==> src/rtl/multi_key_filter.sv <==
// N-channel key conditioner: two-flop synchroniser, press/release debounce,
// one-cycle press pulses with optional auto-repeat, and a clean pressed level.
module multi_key_filter #(
   parameter int unsigned N                 = 4,
   parameter bit          ACTIVE_LOW        = 1'b1,
   parameter int unsigned DEBOUNCE_CYC      = 250_000,
   parameter int unsigned REPEAT_DELAY_CYC  = 25_000_000,
   parameter int unsigned REPEAT_PERIOD_CYC = 5_000_000
) (
   input  logic         Clock,
   input  logic         ResetN,
   input  logic         RepeatEn,
   input  logic [N-1:0] In,
   output logic [N-1:0] Out,
   output logic [N-1:0] Level,
   output logic [N-1:0] Strobe
);

   localparam int unsigned MAX_DR  = (DEBOUNCE_CYC > REPEAT_DELAY_CYC) ?
                                     DEBOUNCE_CYC : REPEAT_DELAY_CYC;
   localparam int unsigned MAX_CYC = (MAX_DR > REPEAT_PERIOD_CYC) ?
                                     MAX_DR : REPEAT_PERIOD_CYC;
   localparam int unsigned CW      = $clog2(MAX_CYC) + 1;

   localparam logic [CW-1:0] DB_LOAD = CW'(DEBOUNCE_CYC - 1);
   localparam logic [CW-1:0] RD_LOAD = CW'(REPEAT_DELAY_CYC - 1);
   localparam logic [CW-1:0] RP_LOAD = CW'(REPEAT_PERIOD_CYC - 1);
   localparam logic [N-1:0]  INACTIVE = {N{ACTIVE_LOW}};

   typedef enum logic [1:0] {
      IDLE       = 2'd0,
      PRESS_DB   = 2'd1,
      HELD       = 2'd2,
      RELEASE_DB = 2'd3
   } state_t;

   logic [N-1:0]  sync1;
   logic [N-1:0]  sync2;
   logic [N-1:0]  pressed;

   state_t        state_q [N];
   state_t        state_d [N];
   logic [CW-1:0] cnt_q   [N];
   logic [CW-1:0] cnt_d   [N];
   logic [N-1:0]  out_d;
   logic [N-1:0]  level_d;

   // Synchroniser resets to the idle electrical level so reset never looks like a press
   always_ff @(posedge Clock or negedge ResetN) begin
      if (!ResetN) begin
         sync1 <= INACTIVE;
         sync2 <= INACTIVE;
      end else begin
         sync1 <= In;
         sync2 <= sync1;
      end
   end

   assign pressed = sync2 ^ INACTIVE;

   // State, counter and output registers
   always_ff @(posedge Clock or negedge ResetN) begin
      if (!ResetN) begin
         for (int i = 0; i < int'(N); i++) begin
            state_q[i] <= IDLE;
            cnt_q[i]   <= '0;
         end
         Out   <= '0;
         Level <= '0;
      end else begin
         for (int i = 0; i < int'(N); i++) begin
            state_q[i] <= state_d[i];
            cnt_q[i]   <= cnt_d[i];
         end
         Out   <= out_d;
         Level <= level_d;
      end
   end

   // Per-channel next-state, counter and pulse decode
   always_comb begin
      for (int i = 0; i < int'(N); i++) begin
         state_d[i] = state_q[i];
         cnt_d[i]   = cnt_q[i];
         out_d[i]   = 1'b0;
         level_d[i] = Level[i];

         case (state_q[i])
            IDLE: begin
               if (pressed[i]) begin
                  cnt_d[i]   = DB_LOAD;
                  state_d[i] = PRESS_DB;
               end
            end
            PRESS_DB: begin
               if (!pressed[i]) begin
                  cnt_d[i]   = '0;
                  state_d[i] = IDLE;
               end else if (cnt_q[i] == '0) begin
                  out_d[i]   = 1'b1;
                  level_d[i] = 1'b1;
                  cnt_d[i]   = RD_LOAD;
                  state_d[i] = HELD;
               end else begin
                  cnt_d[i] = cnt_q[i] - CW'(1);
               end
            end
            HELD: begin
               if (!pressed[i]) begin
                  cnt_d[i]   = DB_LOAD;
                  state_d[i] = RELEASE_DB;
               end else if (cnt_q[i] == '0) begin
                  // Expired repeat timer parks at zero until RepeatEn allows a pulse
                  if (RepeatEn) begin
                     out_d[i] = 1'b1;
                     cnt_d[i] = RP_LOAD;
                  end
               end else begin
                  cnt_d[i] = cnt_q[i] - CW'(1);
               end
            end
            RELEASE_DB: begin
               if (pressed[i]) begin
                  cnt_d[i]   = RP_LOAD;
                  state_d[i] = HELD;
               end else if (cnt_q[i] == '0) begin
                  level_d[i] = 1'b0;
                  state_d[i] = IDLE;
               end else begin
                  cnt_d[i] = cnt_q[i] - CW'(1);
               end
            end
            default: begin
               cnt_d[i]   = '0;
               state_d[i] = IDLE;
            end
         endcase
      end
   end

   always_comb begin
      for (int i = 0; i < int'(N); i++) begin
         Strobe[i] = (state_q[i] == IDLE);
      end
   end

endmodule

==> config.mk <==
export PLATFORM = sky130hd
export DESIGN_NAME = multi_key_filter
export DESIGN_NICKNAME = d
export VERILOG_FILES = /design/src/rtl/multi_key_filter.sv
export SDC_FILE = /design/constraint.sdc
export NUM_CORES = 1
export LEC_CHECK = 0
export ABC_CLOCK_PERIOD_IN_PS = 8900
export CAP_MARGIN = 20
export CORE_ASPECT_RATIO = 1.1
export CORE_MARGIN = 4
export CORE_UTILIZATION = 30
export CTS_BUF_LIST = sky130_fd_sc_hd__clkbuf_4 sky130_fd_sc_hd__clkbuf_8
export DETAILED_ROUTE_END_ITERATION = 8
export SYNTH_ARGS = -nofsm -noshare
export SYNTH_HDL_FRONTEND = slang
export SYNTH_SLANG_ARGS = --single-unit
==> constraint.sdc <==
create_clock -name Clock -period 8.9 [get_ports Clock]
set_clock_uncertainty 0.1 [all_clocks]
set_input_delay 1.335 -clock Clock [delete_from_list [all_inputs] [get_ports Clock]]
set_output_delay 1.335 -clock Clock [all_outputs]
set_load 0.05 [all_outputs]
-- Word-level counts from Yosys, hierarchy flattened
Index checks and enable logic that the tools add are counted.
- divide/modulo/power cells: 0
- multipliers: 0
- $add $sub $neg: 4
- reduce and logical (&&, ||, !) cells: 24
- equal/unequal tests: 52
- bitwise gates (word level): 1
- shift operators: 0
- order comparisons: 0
- multiplexer cells: 102
- operator list (operator ; number):
    $mux W26 ; 29
    $pmux W26 S4 ; 4
    $logic_not A26 Y1 ; 4
    $sub A26 B1 Y26 const B ; 4
    $mux W2 ; 24
    $ne A2 B2 Y1 const B ; 20
    $ne A3 B3 Y1 const B ; 12
    $mux W1 ; 33
    $pmux W2 S4 ; 4
    $reduce_and A5 Y1 ; 4
    $eq A2 B2 Y1 const B ; 8
    $ne A4 B4 Y1 const B ; 4
    $pmux W1 S2 ; 8
    $reduce_and A4 Y1 ; 4
    $reduce_and A3 Y1 ; 4
    $eq A2 B1 Y1 const B ; 4
    $logic_not A2 Y1 ; 4
    $ne A2 B1 Y1 const B ; 4
    $reduce_bool A2 Y1 ; 4
    $not A4 Y4 ; 1
- latch bits: 0
- flip-flop bits (word level): 128
- bits of input ports: 7
- memory bits (writable): 0
- ROM bits: 0
- memories kept: 0
- logic and storage cells: 198

-- Depth between registers and ports, before layout
- word-level depth: 4
- gate-level depth with buffers: 11
- gate-level depth less buffers: 8

-- Worst setup path before layout
OpenSTA, ideal clock, no wires.
- path type: input to register
- start: input port RepeatEn
- end: register cnt_q[57] in the netlist's numbering
- arrival: 2816 ps
- library setup time: 96 ps
- path buffers: 2
- data required time: 8704 ps
- slack: 5888 ps
- stages: 8
- cells stage by stage: nand2b_1 o21ai_0 nor3b_1 nand2b_1 buf_2 buf_2 o21ai_0 o31ai_1
- longest elaborated chain between the ends: 2
- RTL lines (element ; RTL line ; text):
    start: declaration ; 12 ; input logic RepeatEn,
    $ne A4 B4 Y1 (no source line) ; -- ;
    $reduce_and A3 Y1 (no source line) ; -- ;
    end signal: indexed assignment ; 73 ; cnt_q[i] <= cnt_d[i];
    end: declaration ; 43 ; logic [CW-1:0] cnt_q [N];
No other way between the ends.
A chain may end at the register's enable or synchronous reset.

-- Final worst setup path
- start: register state_q[2] in the netlist's numbering
- end: output port Strobe[2]
- longest elaborated chain between the ends: 1
- RTL lines (element ; RTL line ; text):
    start: declaration ; 41 ; state_t state_q [N];
    start signal: indexed assignment ; 72 ; state_q[i] <= state_d[i];
    $logic_not A2 Y1 ; 143 ; Strobe[i] = (state_q[i] == IDLE);
    end: declaration ; 16 ; output logic [N-1:0] Strobe
No other way between the ends.

==> summary.md <==
| Metric | Value |
|---|---|
| Setup repair after global routing missed its margin | no |
| First-pass GRT wire length | 39200 µm |
| Filler Cell Count | 2885 |
| Worst slew slack as a fraction of its limit | 0.246 |
| Wire length per cell | approximately 17 µm |
| Final sum of negative setup slack | 0 ns |
| Die Span X | roughly 170 µm |
| Int Power | between 1500 and 2000 µW |
| Overall track demand over capacity in global routing | 0.151 |
| Leakage dissipation | 0.00387 µW |
| Comb pwr share | 0.533 |
| Row Count | 64 |
| Source-to-sink clock delay at the later pin of the worst-skew pair | 0.46 ns |
| Net count of the finished layout | ~1100 |
| Critical R2R Capture | cnt_q[67] |
| Share of cells above drive strength 1 | 0.0723 |
| Sw Ratio | 0.470 |
| Total Power Consumption | 3320 µW |
| Core region area | approximately 28000 µm² |
| Synth Net Count | 1055 |
| Min-Delay Path Class | flip-flop to flip-flop |
| Delay of the slowest cell on the worst path | around 0.96 ns |
| Critical Setup Path Class | flip-flop to primary output |
| Vias post-DR | 8001 |
| Clock sinks | approximately 130 |
| DRT Pass-1 Iters | 6 |
| Max-slew violation count | 0 |
| DRC violations left | 0 |
| DRT antenna net count | 0 |
| Synth top area cells | dfrtp_1 36%, a21oi_1 5.6%, nor2_1 5.2%, o21ai_0 5.1%, nand2_1 3.5% |
| Most used DFF post-synth | dfrtp_1 |
| Clock Path Buffers | 2 |
| Top-area cell type share of the netlist area | 0.356 |
| Cell type with the largest total area after synthesis | dfrtp_1 |
| Number of port buffers | 18 |
| Part of the power in registers | 0.292 |
| Final Hold Fails | 0 |
| Peak fanout along the critical path | 20 |
| Arrival time reported for the critical path endpoint | 2.62 ns |
| H-tree depth reported by CTS | 4 |
| Required time of the critical path | 7.47 ns |
| Number of standard cells after synthesis | 1027 |
| Hold path endpoint | sync2[2] |
| Number of antenna violations at the first check in global routing | 0 |
| Post-synthesis cell area | 8430 µm² |
| Finished Core Util | 0.337 |
| Cells along the critical path | inv_1, ha_1, clkdlybuf4s50_1 |
| Effective utilization at floorplan | 0.303 |
| Wirelength, routed | 23100 µm |
| Vias in the first global route | approximately 7600 |
| Worst-case vdd ir drop | 161 µV |
| Routed vias/inst | 5.72 |
| Number of buffers created by CTS | 17 |
| Max Clock Freq | approximately 250 MHz |
| Count of final setup violators | 0 |
| Slew at the pin closest to its max-slew limit | between 1 and 1.5 ns |
| Congestion Overflow GR | 0 |
| Worst Min Path Start | sync1[2] |
| Async set or reset register ratio after synthesis | 1.00 |
| Reported net switching power | roughly 1600 µW |
| Clock Tree Root | clkbuf_8 |
| Cell type of the slowest stage on the worst timing path | clkdlybuf4s50_1 |
| Pin count of the biggest net entering global routing | 77 |
| Fraction of power consumed by the clock network | 0.175 |
| I/O pins | 19 |
| Post CTS Setup Buffer Count | 0 |
| Post-synth EDFFs | 0 |
| Critical register-to-register path startpoint | cnt_q[52] |
| Cell variety after synth | 75 |
| Startpoint Class | flip-flop |
| Count of hold-fix buffers inserted at cts | 0 |
| Yosys warns | 0 |
| TritonCTS clock tree | yes |
| Post-Synthesis Mean Instance Area | 8.20 µm² |
| Period minus WS final | 4.05 ns |
| Die footprint | 30800 µm² |
| Clock slew at reported path FFs | 0.08 ns |
| Layout overhead on the synthesized area | 11.2% |
| Sequential-to-total area share from yosys stat | 0.381 |
| Number of cells on the worst reg-to-reg path | 8 |
| Hold depth | 0 |
| Post-route clock period utilization | 0.455 |
| Routability congestion estimate | 0.895 |
| Die H | 184 µm |
| Number of violations of the max-capacitance limit | 0 |
| Total inserted antenna cells | 0 |
| Outcome | completed |
| Capturing element type of the critical path | primary output |
| Starting DRT DRC Count | 808 |
| DPL Wire Length | 16200 µm |
| Pwr per Cell Area | 354 nW/µm² |
| Synth Register Bits | 128 |
| Setup slack of the worst register-to-register path | between 5 and 6 ns |
| Post-cts repair resize count | 0 |
## worst max-delay path by stage
stage | startpoint | endpoint | slack [ns] | depth (start not counted)
2_1_floorplan | RepeatEn | cnt_q[57] | 5.89 | 8
3_3_place_gp | RepeatEn | cnt_q[60] | 4.54 | 7
3_5_place_dp | RepeatEn | cnt_q[60] | 4.44 | 7
4_1_cts | state_q[2] | Strobe[2] | 4.82 | 3
5_1_grt | RepeatEn | cnt_q[59] | 4.70 | 7
6_report | state_q[2] | Strobe[2] | 4.85 | 3
## Yosys cell counts (7+ instances only)
cell / instances
a211oi_1: 8
a21o_1: 18
a21oi_1: 94
a22o_1: 9
a22oi_1: 8
a31oi_1: 24
clkbuf_1: 37
dfrtp_1: 120
dfstp_2: 8
ha_1: 21
inv_1: 29
nand2_1: 79
nand2b_1: 24
nand3_1: 16
nand4_1: 8
nor2_1: 117
nor2b_1: 14
nor3_1: 57
nor4_1: 13
o211ai_1: 9
o21a_1: 15
o21ai_0: 86
o21ai_1: 7
o22a_1: 15
o22ai_1: 7
o2bb2ai_1: 10
o31ai_1: 22
o32a_1: 7
or2_2: 15
or3_1: 21
or4_1: 12
## worst max-delay path, delay by kind of cell (launching register included)
| family | cells | cell delay [ns] |
|---|---|---|
| flip-flops | 1 | 0.45 |
| adder cells (fa/ha/maj) | 1 | 0.64 |
| buffers and inverters | 2 | 1.07 |
## cell families (layout without fill, tap and decap cells)
kind of cell             count (synthesis)  in the layout  share of synthesized area
AO/OA/AOI/OAI                          382            382                      0.294
XOR/XNOR                                 6              6                    0.00624
adder cells (fa/ha/maj)                 21             21                     0.0312
buffers and inverters                   74             84                     0.0350
flip-flops                             128            128                      0.381
multiplexers                             8              8                    0.00980
AND/OR/NAND/NOR                        408            408                      0.242
## registers in the layout, indices dropped and copies added (netlist names), named ones only
register	flops
cnt_q	104
sync2	4
Out	4
sync1	4
Level	4
state_q	4
## per-layer routing
metal	vias up	wire length [µm]	GRT usage
met5	-	0	0
met4	0	437	0.0474
met3	41	1080	0.0267
met2	274	10900	0.247
met1	3861	10700	0.206
li1	3825	-	-
## power by group through the flow
stage	clock, µW	combinational, µW	sequential, µW
final	581	1770	971
after global routing	622	1980	1000
after CTS	596	1750	966
after detailed placement	0	1740	974
after global placement	0	1720	971
after floorplan	0	1360	918
## per-stage QoR
step                      hold WS (ns)  area, µm²  cells  setup WS (ns)
after floorplan                  0.245       8430   1027           5.89
after CTS                        0.259       9360   1399           4.82
final                            0.258       9370   1400           4.85
after detailed placement         0.247       8900   1367           4.44
after global placement           0.247       8900   1367           4.54
after global routing             0.263       9370   1400           4.70
## placed cells by master, fill, tap and decap left out, types with 7 or more instances in the layout
cell	n
dfrtp_1	120
nor2_1	117
a21oi_1	94
o21ai_0	86
nand2_1	79
nor3_1	57
inv_1	29
nand2b_1	24
a31oi_1	24
o31ai_1	22
clkbuf_8	22
or3_1	21
ha_1	21
a21o_1	18
clkdlybuf4s50_1	17
nand3_1	16
or2_2	15
o21a_1	15
o22a_1	15
nor2b_1	14
nor4_1	13
or4_1	12
o2bb2ai_1	10
o211ai_1	9
a22o_1	9
nand4_1	8
a22oi_1	8
a211oi_1	8
dfstp_2	8
o22ai_1	7
o21ai_1	7
o32a_1	7
## area by class of cell
cell class                      count  area, µm²  share of cell area
Timing Repair Buffer               23        219              0.0234
Sequential cell                   128       3210               0.343
Tap cell                          363        454              0.0485
Clock buffer                       22        303              0.0323
Multi-Input combinational cell    825       4920               0.525
Clock inverter                     10        155              0.0166
Inverter                           29        109              0.0116
(Power assumes the default switching activity.)
